===== src/rtl/sha256_block_engine.sv =====
// sha256_block_engine: hashes one fixed-length message (NL bytes, padded
// internally to one 512-bit block) with SHA-256. The engine loads on an enable
// pulse, runs one compression round per clock, then adds the working state
// into the initial hash values. It presents the digest together with a
// one-cycle ready pulse.
module sha256_block_engine #(
    parameter int NL = 3,
    parameter int NK = 256
) (
    input  logic          clk,
    input  logic          rst,
    input  logic [7:0]    data [NL],
    input  logic          enable,
    output logic [NK-1:0] hash,
    output logic          ready
);

    // The padded message must fit in a single block.
    generate
        if ((NL < 1) || (NL > 55)) begin : g_nl_check
            $error("sha256_block_engine: NL must be in 1..55");
        end
    endgenerate

    typedef enum logic [1:0] {
        IDLE  = 2'd0,
        ROUND = 2'd1,
        FINAL = 2'd2
    } state_t;

    localparam logic [63:0] BIT_LEN = 64'(NL * 8);

    localparam logic [31:0] H_INIT [8] = '{
        32'h6a09e667, 32'hbb67ae85, 32'h3c6ef372, 32'ha54ff53a,
        32'h510e527f, 32'h9b05688c, 32'h1f83d9ab, 32'h5be0cd19
    };

    localparam logic [31:0] K_ROM [64] = '{
        32'h428a2f98, 32'h71374491, 32'hb5c0fbcf, 32'he9b5dba5,
        32'h3956c25b, 32'h59f111f1, 32'h923f82a4, 32'hab1c5ed5,
        32'hd807aa98, 32'h12835b01, 32'h243185be, 32'h550c7dc3,
        32'h72be5d74, 32'h80deb1fe, 32'h9bdc06a7, 32'hc19bf174,
        32'he49b69c1, 32'hefbe4786, 32'h0fc19dc6, 32'h240ca1cc,
        32'h2de92c6f, 32'h4a7484aa, 32'h5cb0a9dc, 32'h76f988da,
        32'h983e5152, 32'ha831c66d, 32'hb00327c8, 32'hbf597fc7,
        32'hc6e00bf3, 32'hd5a79147, 32'h06ca6351, 32'h14292967,
        32'h27b70a85, 32'h2e1b2138, 32'h4d2c6dfc, 32'h53380d13,
        32'h650a7354, 32'h766a0abb, 32'h81c2c92e, 32'h92722c85,
        32'ha2bfe8a1, 32'ha81a664b, 32'hc24b8b70, 32'hc76c51a3,
        32'hd192e819, 32'hd6990624, 32'hf40e3585, 32'h106aa070,
        32'h19a4c116, 32'h1e376c08, 32'h2748774c, 32'h34b0bcb5,
        32'h391c0cb3, 32'h4ed8aa4a, 32'h5b9cca4f, 32'h682e6ff3,
        32'h748f82ee, 32'h78a5636f, 32'h84c87814, 32'h8cc70208,
        32'h90befffa, 32'ha4506ceb, 32'hbef9a3f7, 32'hc67178f2
    };

    // Round functions, written as fixed rotations so they reduce to wiring.
    function automatic logic [31:0] big_sigma0(input logic [31:0] x);
        return {x[1:0], x[31:2]} ^ {x[12:0], x[31:13]} ^ {x[21:0], x[31:22]};
    endfunction

    function automatic logic [31:0] big_sigma1(input logic [31:0] x);
        return {x[5:0], x[31:6]} ^ {x[10:0], x[31:11]} ^ {x[24:0], x[31:25]};
    endfunction

    function automatic logic [31:0] small_sigma0(input logic [31:0] x);
        return {x[6:0], x[31:7]} ^ {x[17:0], x[31:18]} ^ {3'b000, x[31:3]};
    endfunction

    function automatic logic [31:0] small_sigma1(input logic [31:0] x);
        return {x[16:0], x[31:17]} ^ {x[18:0], x[31:19]} ^ {10'd0, x[31:10]};
    endfunction

    state_t        state_reg;
    state_t        state_next;
    logic          load;
    logic          do_round;
    logic          do_final;
    logic [5:0]    t_reg;
    logic [31:0]   w_reg    [16];   // w_reg[0] always holds W[t]
    logic [31:0]   work_reg [8];    // a..h
    logic [7:0]    block    [64];
    logic [31:0]   block_words [16];
    logic [31:0]   w_new;
    logic [31:0]   t1;
    logic [31:0]   t2;
    logic [NK-1:0] hash_next;

    // Build the padded block from the message bytes and the fixed bit length.
    always_comb begin
        for (int i = 0; i < 64; i++) begin
            block[i] = 8'h00;
        end
        for (int i = 0; i < NL; i++) begin
            block[i] = data[i];
        end
        block[NL] = 8'h80;
        for (int i = 0; i < 8; i++) begin
            block[56 + i] = BIT_LEN[63 - 8*i -: 8];
        end
    end

    // Pack the padded bytes big-endian into the sixteen initial schedule words,
    // and form the final digest words from the working state.
    genvar gi;
    generate
        for (gi = 0; gi < 16; gi++) begin : g_block_words
            assign block_words[gi] = {block[4*gi], block[4*gi + 1],
                                      block[4*gi + 2], block[4*gi + 3]};
        end
        for (gi = 0; gi < 8; gi++) begin : g_digest
            assign hash_next[NK - 1 - 32*gi -: 32] = H_INIT[gi] + work_reg[gi];
        end
    endgenerate

    // One compression round plus the next schedule word, all mod 2^32.
    always_comb begin
        t1 = work_reg[7] + big_sigma1(work_reg[4])
           + ((work_reg[4] & work_reg[5]) ^ (~work_reg[4] & work_reg[6]))
           + K_ROM[t_reg] + w_reg[0];
        t2 = big_sigma0(work_reg[0])
           + ((work_reg[0] & work_reg[1]) ^ (work_reg[0] & work_reg[2])
              ^ (work_reg[1] & work_reg[2]));
        w_new = small_sigma1(w_reg[14]) + w_reg[9]
              + small_sigma0(w_reg[1]) + w_reg[0];
    end

    // State register.
    always_ff @(posedge clk) begin
        if (!rst) begin
            state_reg <= IDLE;
        end else begin
            state_reg <= state_next;
        end
    end

    // Next-state logic and per-state datapath strobes.
    always_comb begin
        state_next = state_reg;
        load       = 1'b0;
        do_round   = 1'b0;
        do_final   = 1'b0;
        case (state_reg)
            IDLE: begin
                if (enable) begin
                    load       = 1'b1;
                    state_next = ROUND;
                end
            end
            ROUND: begin
                do_round = 1'b1;
                if (t_reg == 6'd63) begin
                    state_next = FINAL;
                end
            end
            FINAL: begin
                do_final   = 1'b1;
                state_next = IDLE;
            end
            default: state_next = IDLE;
        endcase
    end

    // Datapath: load the block, run the rounds, and publish the digest.
    always_ff @(posedge clk) begin
        if (!rst) begin
            t_reg <= 6'd0;
            hash  <= '0;
            ready <= 1'b0;
            for (int i = 0; i < 16; i++) begin
                w_reg[i] <= 32'd0;
            end
            for (int i = 0; i < 8; i++) begin
                work_reg[i] <= 32'd0;
            end
        end else begin
            ready <= 1'b0;
            if (load) begin
                t_reg <= 6'd0;
                for (int i = 0; i < 16; i++) begin
                    w_reg[i] <= block_words[i];
                end
                for (int i = 0; i < 8; i++) begin
                    work_reg[i] <= H_INIT[i];
                end
            end else if (do_round) begin
                t_reg <= t_reg + 6'd1;
                for (int i = 0; i < 15; i++) begin
                    w_reg[i] <= w_reg[i + 1];
                end
                w_reg[15]   <= w_new;
                work_reg[0] <= t1 + t2;
                work_reg[1] <= work_reg[0];
                work_reg[2] <= work_reg[1];
                work_reg[3] <= work_reg[2];
                work_reg[4] <= work_reg[3] + t1;
                work_reg[5] <= work_reg[4];
                work_reg[6] <= work_reg[5];
                work_reg[7] <= work_reg[6];
            end else if (do_final) begin
                hash  <= hash_next;
                ready <= 1'b1;
            end
        end
    end

endmodule


===== config.mk =====
export PLATFORM = sky130hd
export DESIGN_NAME = sha256_block_engine
export DESIGN_NICKNAME = d
export VERILOG_FILES = /design/src/rtl/sha256_block_engine.sv
export SDC_FILE = /design/constraint.sdc
export NUM_CORES = 2
export LEC_CHECK = 0
export ABC_AREA = 1
export CORE_MARGIN = 8
export CORE_UTILIZATION = 56
export CTS_CLUSTER_SIZE = 40
export DETAILED_ROUTE_END_ITERATION = 8
export PLACE_DENSITY = 0.75
export RECOVER_POWER = 25
export SYNTH_ARGS = -nofsm -noshare
export SYNTH_HDL_FRONTEND = slang
export SYNTH_SLANG_ARGS = --single-unit

===== constraint.sdc =====
create_clock -name clk -period 8.75 [get_ports clk]
set_input_delay 0.875 -clock clk [delete_from_list [all_inputs] [get_ports clk]]
set_output_delay 0.875 -clock clk [all_outputs]
set_load 0.05 [all_outputs]

### After elaboration in Yosys (flattened, before gate mapping)

Memory sizes are Yosys's and may differ from the RTL's.
Index checks and enable logic that the tools add are counted.

* bits in registers: 265
* memories: 3
* logic and storage cells: 172
* bits in writable memories: 768
* bits in read-only memories: 2048
* output and inout bits: 257

Memories
* (no name shown): depth 64, width 32, rd ports 1, clocked after Yosys merged registers in 0, write ports 0, RTL line 120 `+ K_ROM[t_reg] + w_reg[0];`
* w_reg: depth 16, width 32, rd ports 16, clocked after Yosys merged registers in 0, write ports 16, RTL line 80 `logic [31:0] w_reg [16];`
* work_reg: depth 8, width 32, rd ports 8, clocked after Yosys merged registers in 0, write ports 8, RTL line 81 `logic [31:0] work_reg [8];`

* bitwise gates (word level): 69
* equality and inequality tests: 5
* multiplexer cells: 66
* $lt $le $gt $ge: 1
* reductions and logical operators: 5
* add/subtract/negate cells: 19

Operator list (number)
* two-way mux 32 bit: 50
* adder 32 bit: 10
* bitwise XOR 32 bit: 9
* AND 32 bit: 5
* adder 31 x 32 -> 32 bit, first input constant: 3
* adder 32 bit, first input constant: 3
* OR 1 bit: 48
* adder 29 x 32 -> 32 bit, first input constant: 1
* adder 30 x 32 -> 32 bit, first input constant: 1
* NOT 32 bit: 1
* bitwise XOR 32 x 22 -> 32 bit: 1
* bitwise XOR 32 x 29 -> 32 bit: 1
* two-way mux 1 bit: 13
* >= comparator 7 bit, second input constant: 1
* NOT 6 -> 7 bit: 1
* adder 6 x 1 -> 6 bit, second input constant: 1
* equality test 6 bit, second input constant: 1
* two-way mux 2 bit: 2
* != test 2 bit, second input constant: 2
* case mux 2 bit (2 select lines): 1
* NOT 1 bit: 3
* AND reduction 3 bit: 1
* OR reduction 3 bit: 1
* equality test 2 x 1 -> 1 bit, second input constant: 1
* other kinds (4): 4

### Longest topological paths before layout

An unclocked memory read counts as a cell.

* depth in word-level cells: 9
* depth in mapped cells: 44

### Least setup slack after synthesis

Ideal clock, no wire load.

* kind: in2reg
* from: input port enable
* to: memory w_reg[1][0] (enable)
* path buffers: 0
* cell stages on the path: 4
* data arrival time: 6.318 ns
* slack: 0.027 ns
* cell sequence: nand2_1 nand2_1 inv_1 nand2_1

RTL lines
* start, declared: RTL line 13 `input logic enable,`
* end, declared: RTL line 80

==> key figures <==
Routing
  • Via count: roughly 53k
  • Initial DRC Count: ~6.4k
  • Drt first pass iters: 7
  • Remaining DRCs: 0
  • WL final: approximately 220 mm
  • Post-route ant nets: 0
  • WL per Instance: 24.56 um
  • Routed vias/inst: around 5.9

Timing
  • Setup_tns: 0 ns
  • Period utilization: 93.28%
  • Final clock skew: just under 0.06 ns
  • Crit path time final: 8.162 ns
  • RSZ-0062 raised after global routing: no
  • Relative slew margins: -227.4%
  • Pins Over Slew Limit: 922
  • Max Clk Rate: ~120 MHz
  • Final Setup Violations: 0
  • Tightest Pin Transition: around 4.9 ns
  • Hold Violations, Final: 0

Setup path
  • Worst Setup Path Type: register to register
  • Slowest stage cell on the critical path: fa_1
  • CP required: about 9.3 ns
  • Crit path arrival time: just under 9 ns
  • Worst Setup End Kind: register
  • CP Launch Type: register
  • CP max stage delay: 0.54 ns
  • Critical-path maximum fanout: 12

Yosys
  • Ys Warns: 0
  • Predominant post-synthesis flop cell: edfxtp_1
  • Synth Area in Simple Gates: around 17%
  • Mapped Cells: 7255
  • Sequential fraction of the synthesis area: between 40% and 50%
  • Mux cell area share after synthesis: 0%
  • Post-Syn Nets: between 7k and 8k
  • Post-Syn Area: 61700 um2
  • Post-synthesis adder-cell area fraction: between 9 and 10%
  • Mapped Avg Cell Area: 8.505 um2
  • Largest family of logic cells by synthesized area: simple AND/OR/NAND/NOR gates
  • Distinct cells, synth: 77
  • Asr flop ratio synth: 0%
  • Number of synthesized flops with an enable pin: approximately 730
  • Synth Area in Compound Gates: 13.03%
  • Register bit count reported by yosys: between 1k and 1.5k
  • Synth Area in XOR/XNOR: just over 5%

Run status
  • Status: complete, but fails checks
  • Violated checks: max-capacitance violations, max-slew violations

GRT
  • Gr usage total: roughly a third
  • Met2 Use GR: between 50% and 60%
  • Met1 Resource Use GR: between 40% and 50%
  • Global-route wire length before repair: 321.4 mm
  • Busiest grt layer: met2
  • Vias in the first global route: between 50k and 60k
  • Initial antenna violation count: 5
  • Pin count of the biggest net entering global routing: 220
  • GRT overflow: 0
  • Global Route met3 Usage: under 10%

Final layout
  • Max FFs per register: approximately 510
  • Area occupied by multi-input gates: about 27000 um2
  • Area growth syn-to-layout: 12.35%
  • Filler cells: between 9k and 10k
  • Share of post-route cells with drive strength above 1: 5.901%
  • Final net count: a little under 8k
  • Sequential Area: 27970 um2

CTS
  • CTS sink count: a little over 1k
  • Hold Buf Count CTS: 0
  • Inserted Clock Buffers: ~110
  • Clock Path Buffers: 3
  • Clk pin slew, worst setup/hold paths: roughly 0.09 ns
  • H-tree Lvls: 3
  • Post-CTS Setup Repair Bufs: 0
  • CTS tree: done
  • Root buffer cell: clkbuf_16
  • Clock latency on the worst-skew pair: about 0.74 ns

Floorplanning
  • Die area: about 120000 um2
  • I/O pin count: 284
  • Core Footprint: between 100000 and 150000 um2
  • Standard-cell rows: ~120
  • Die Wd: roughly 350 um
  • Starting Density: a little under three fifths
  • DIE HEIGHT: 347.9 um

Placed design
  • Port bufs: 283
  • Placer Congestion: 1.060
  • Post-DP HPWL: ~170 mm

Flow run
  • Maxcap violations: 13

Hold path
  • Min-delay worst type: register to register
==> path summary, 6_finish.rpt <==
| check | startpoint | slack, ns | endpoint | cells past startpoint |
|---|---|---|---|---|
| max reg2reg | t_reg[0] | 0.59 | work_reg[0][25] | 33 |
| min reg2reg | hash[55] | 0.47 | hash[55] | 2 |
| max | t_reg[0] | 0.59 | work_reg[0][25] | 33 |
| min | hash[55] | 0.47 | hash[55] | 2 |
==> cells in the final DEF (no fill, tap or decap), types with 59 or more instances in the layout <==
| master | synthesis | final |
|---|---|---|
| xnor2_1 | 140 | 140 |
| clkdlybuf4s50_1 | 0 | 186 |
| ha_1 | 153 | 153 |
| a21oi_1 | 521 | 521 |
| o21ai_0 | 450 | 456 |
| edfxtp_1 | 728 | 728 |
| xor2_1 | 226 | 226 |
| inv_1 | 1323 | 1323 |
| nor2_1 | 1060 | 1056 |
| fa_1 | 187 | 187 |
| dlygate4sd3_1 | 0 | 96 |
| nand2_1 | 860 | 859 |
| buf_4 | 15 | 86 |
| a31oi_1 | 68 | 68 |
| nand4_1 | 59 | 59 |
| dfxtp_1 | 305 | 304 |
| clkbuf_16 | 0 | 107 |
| nand3_1 | 249 | 249 |
| o211ai_1 | 86 | 86 |
| nor3_1 | 72 | 72 |
==> final cells by class <==
cell class	count	area share [%]
repair buffers	383	5.182
flip-flops and latches	1033	40.35
clock buffers	133	4.066
inverters	1374	7.469
multi-input cells	4553	39.33
diodes	2	0.007220
clock inverters	65	1.052
well taps	1414	2.552
==> kinds of logic after synthesis <==
logic type      after synthesis
xor+xnor                    366
compound gates             1392
flops                      1033
fa+ha+maj                   340
simple gates               2455
buf+inv                    1669
==> per-stage QoR <==
step           instances  hold WS (ns)  area [um2]  setup slack [ns]  util, %
2_1_floorplan       7255        0.4660       61700           0.02663        -
3_3_place_gp        8757        0.4540       65830            0.6237    60.39
3_5_place_dp        8757        0.4596       65830            0.6798    60.39
4_1_cts             8955        0.4709       69380            0.6075    63.65
5_1_grt             8955        0.5102       69320            0.1628    63.59
6_report            8957        0.4713       69320            0.5881    63.60
==> Yosys cell counts (all sizes together) (3+ instances only) <==
library cell  count  area share, %
a41oi             3          0.043
a211oi           10           0.12
o311ai           10           0.14
o31ai             8          0.097
o211ai           87            1.1
a22oi             3          0.045
dfxtp           305            9.9
nor2           1095            6.9
a31oi            70           0.74
buf             130            1.2
xor2            226            3.2
xnor2           140            2.0
a22o             22           0.31
a21boi            9           0.11
a221oi           14           0.20
o21ai           511            4.3
and3              7          0.079
o21bai           11           0.14
o22ai            10           0.10
ha              153            3.1
or2              16           0.16
nand3b            6          0.079
o21a             13           0.16
nand3           260            2.2
clkbuf          165            1.0
clkinv            4          0.024
edfxtp          728             35
nor4             32           0.32
a21o             18           0.22
nand2           899            5.7
o221ai           42           0.60
nand4            59           0.60
fa              187            6.1
inv            1370            8.4
nor3             80           0.73
a21oi           530            4.4
o2111ai           4          0.057
==> critical path: cells and delay by family, from the launching register on <==
family          cells  cell delay (ns)
fa+ha+maj           7             3.26
compound gates     12             2.30
simple gates        8             1.04
buf+inv             5             0.77
flops               1             0.49
xor+xnor            1             0.16
==> routing by layer <==
layer	up-vias	wire length, um	part of all wire [%]
li1	23978	-	-
met1	25181	85140	39
met2	3095	97440	44
met3	658	24330	11
met4	4	13030	5.9
met5	-	27	0.012
==> timing repair <==
action / CTS / global route
gates resized for setup: 0 / 3
endpoints found under the setup margin: 0 / 4
hold endpoints to repair: 0 / 0
Power is not shown: default switching activity piles up to over one toggle a cycle in this logic, so the estimate is an artifact.
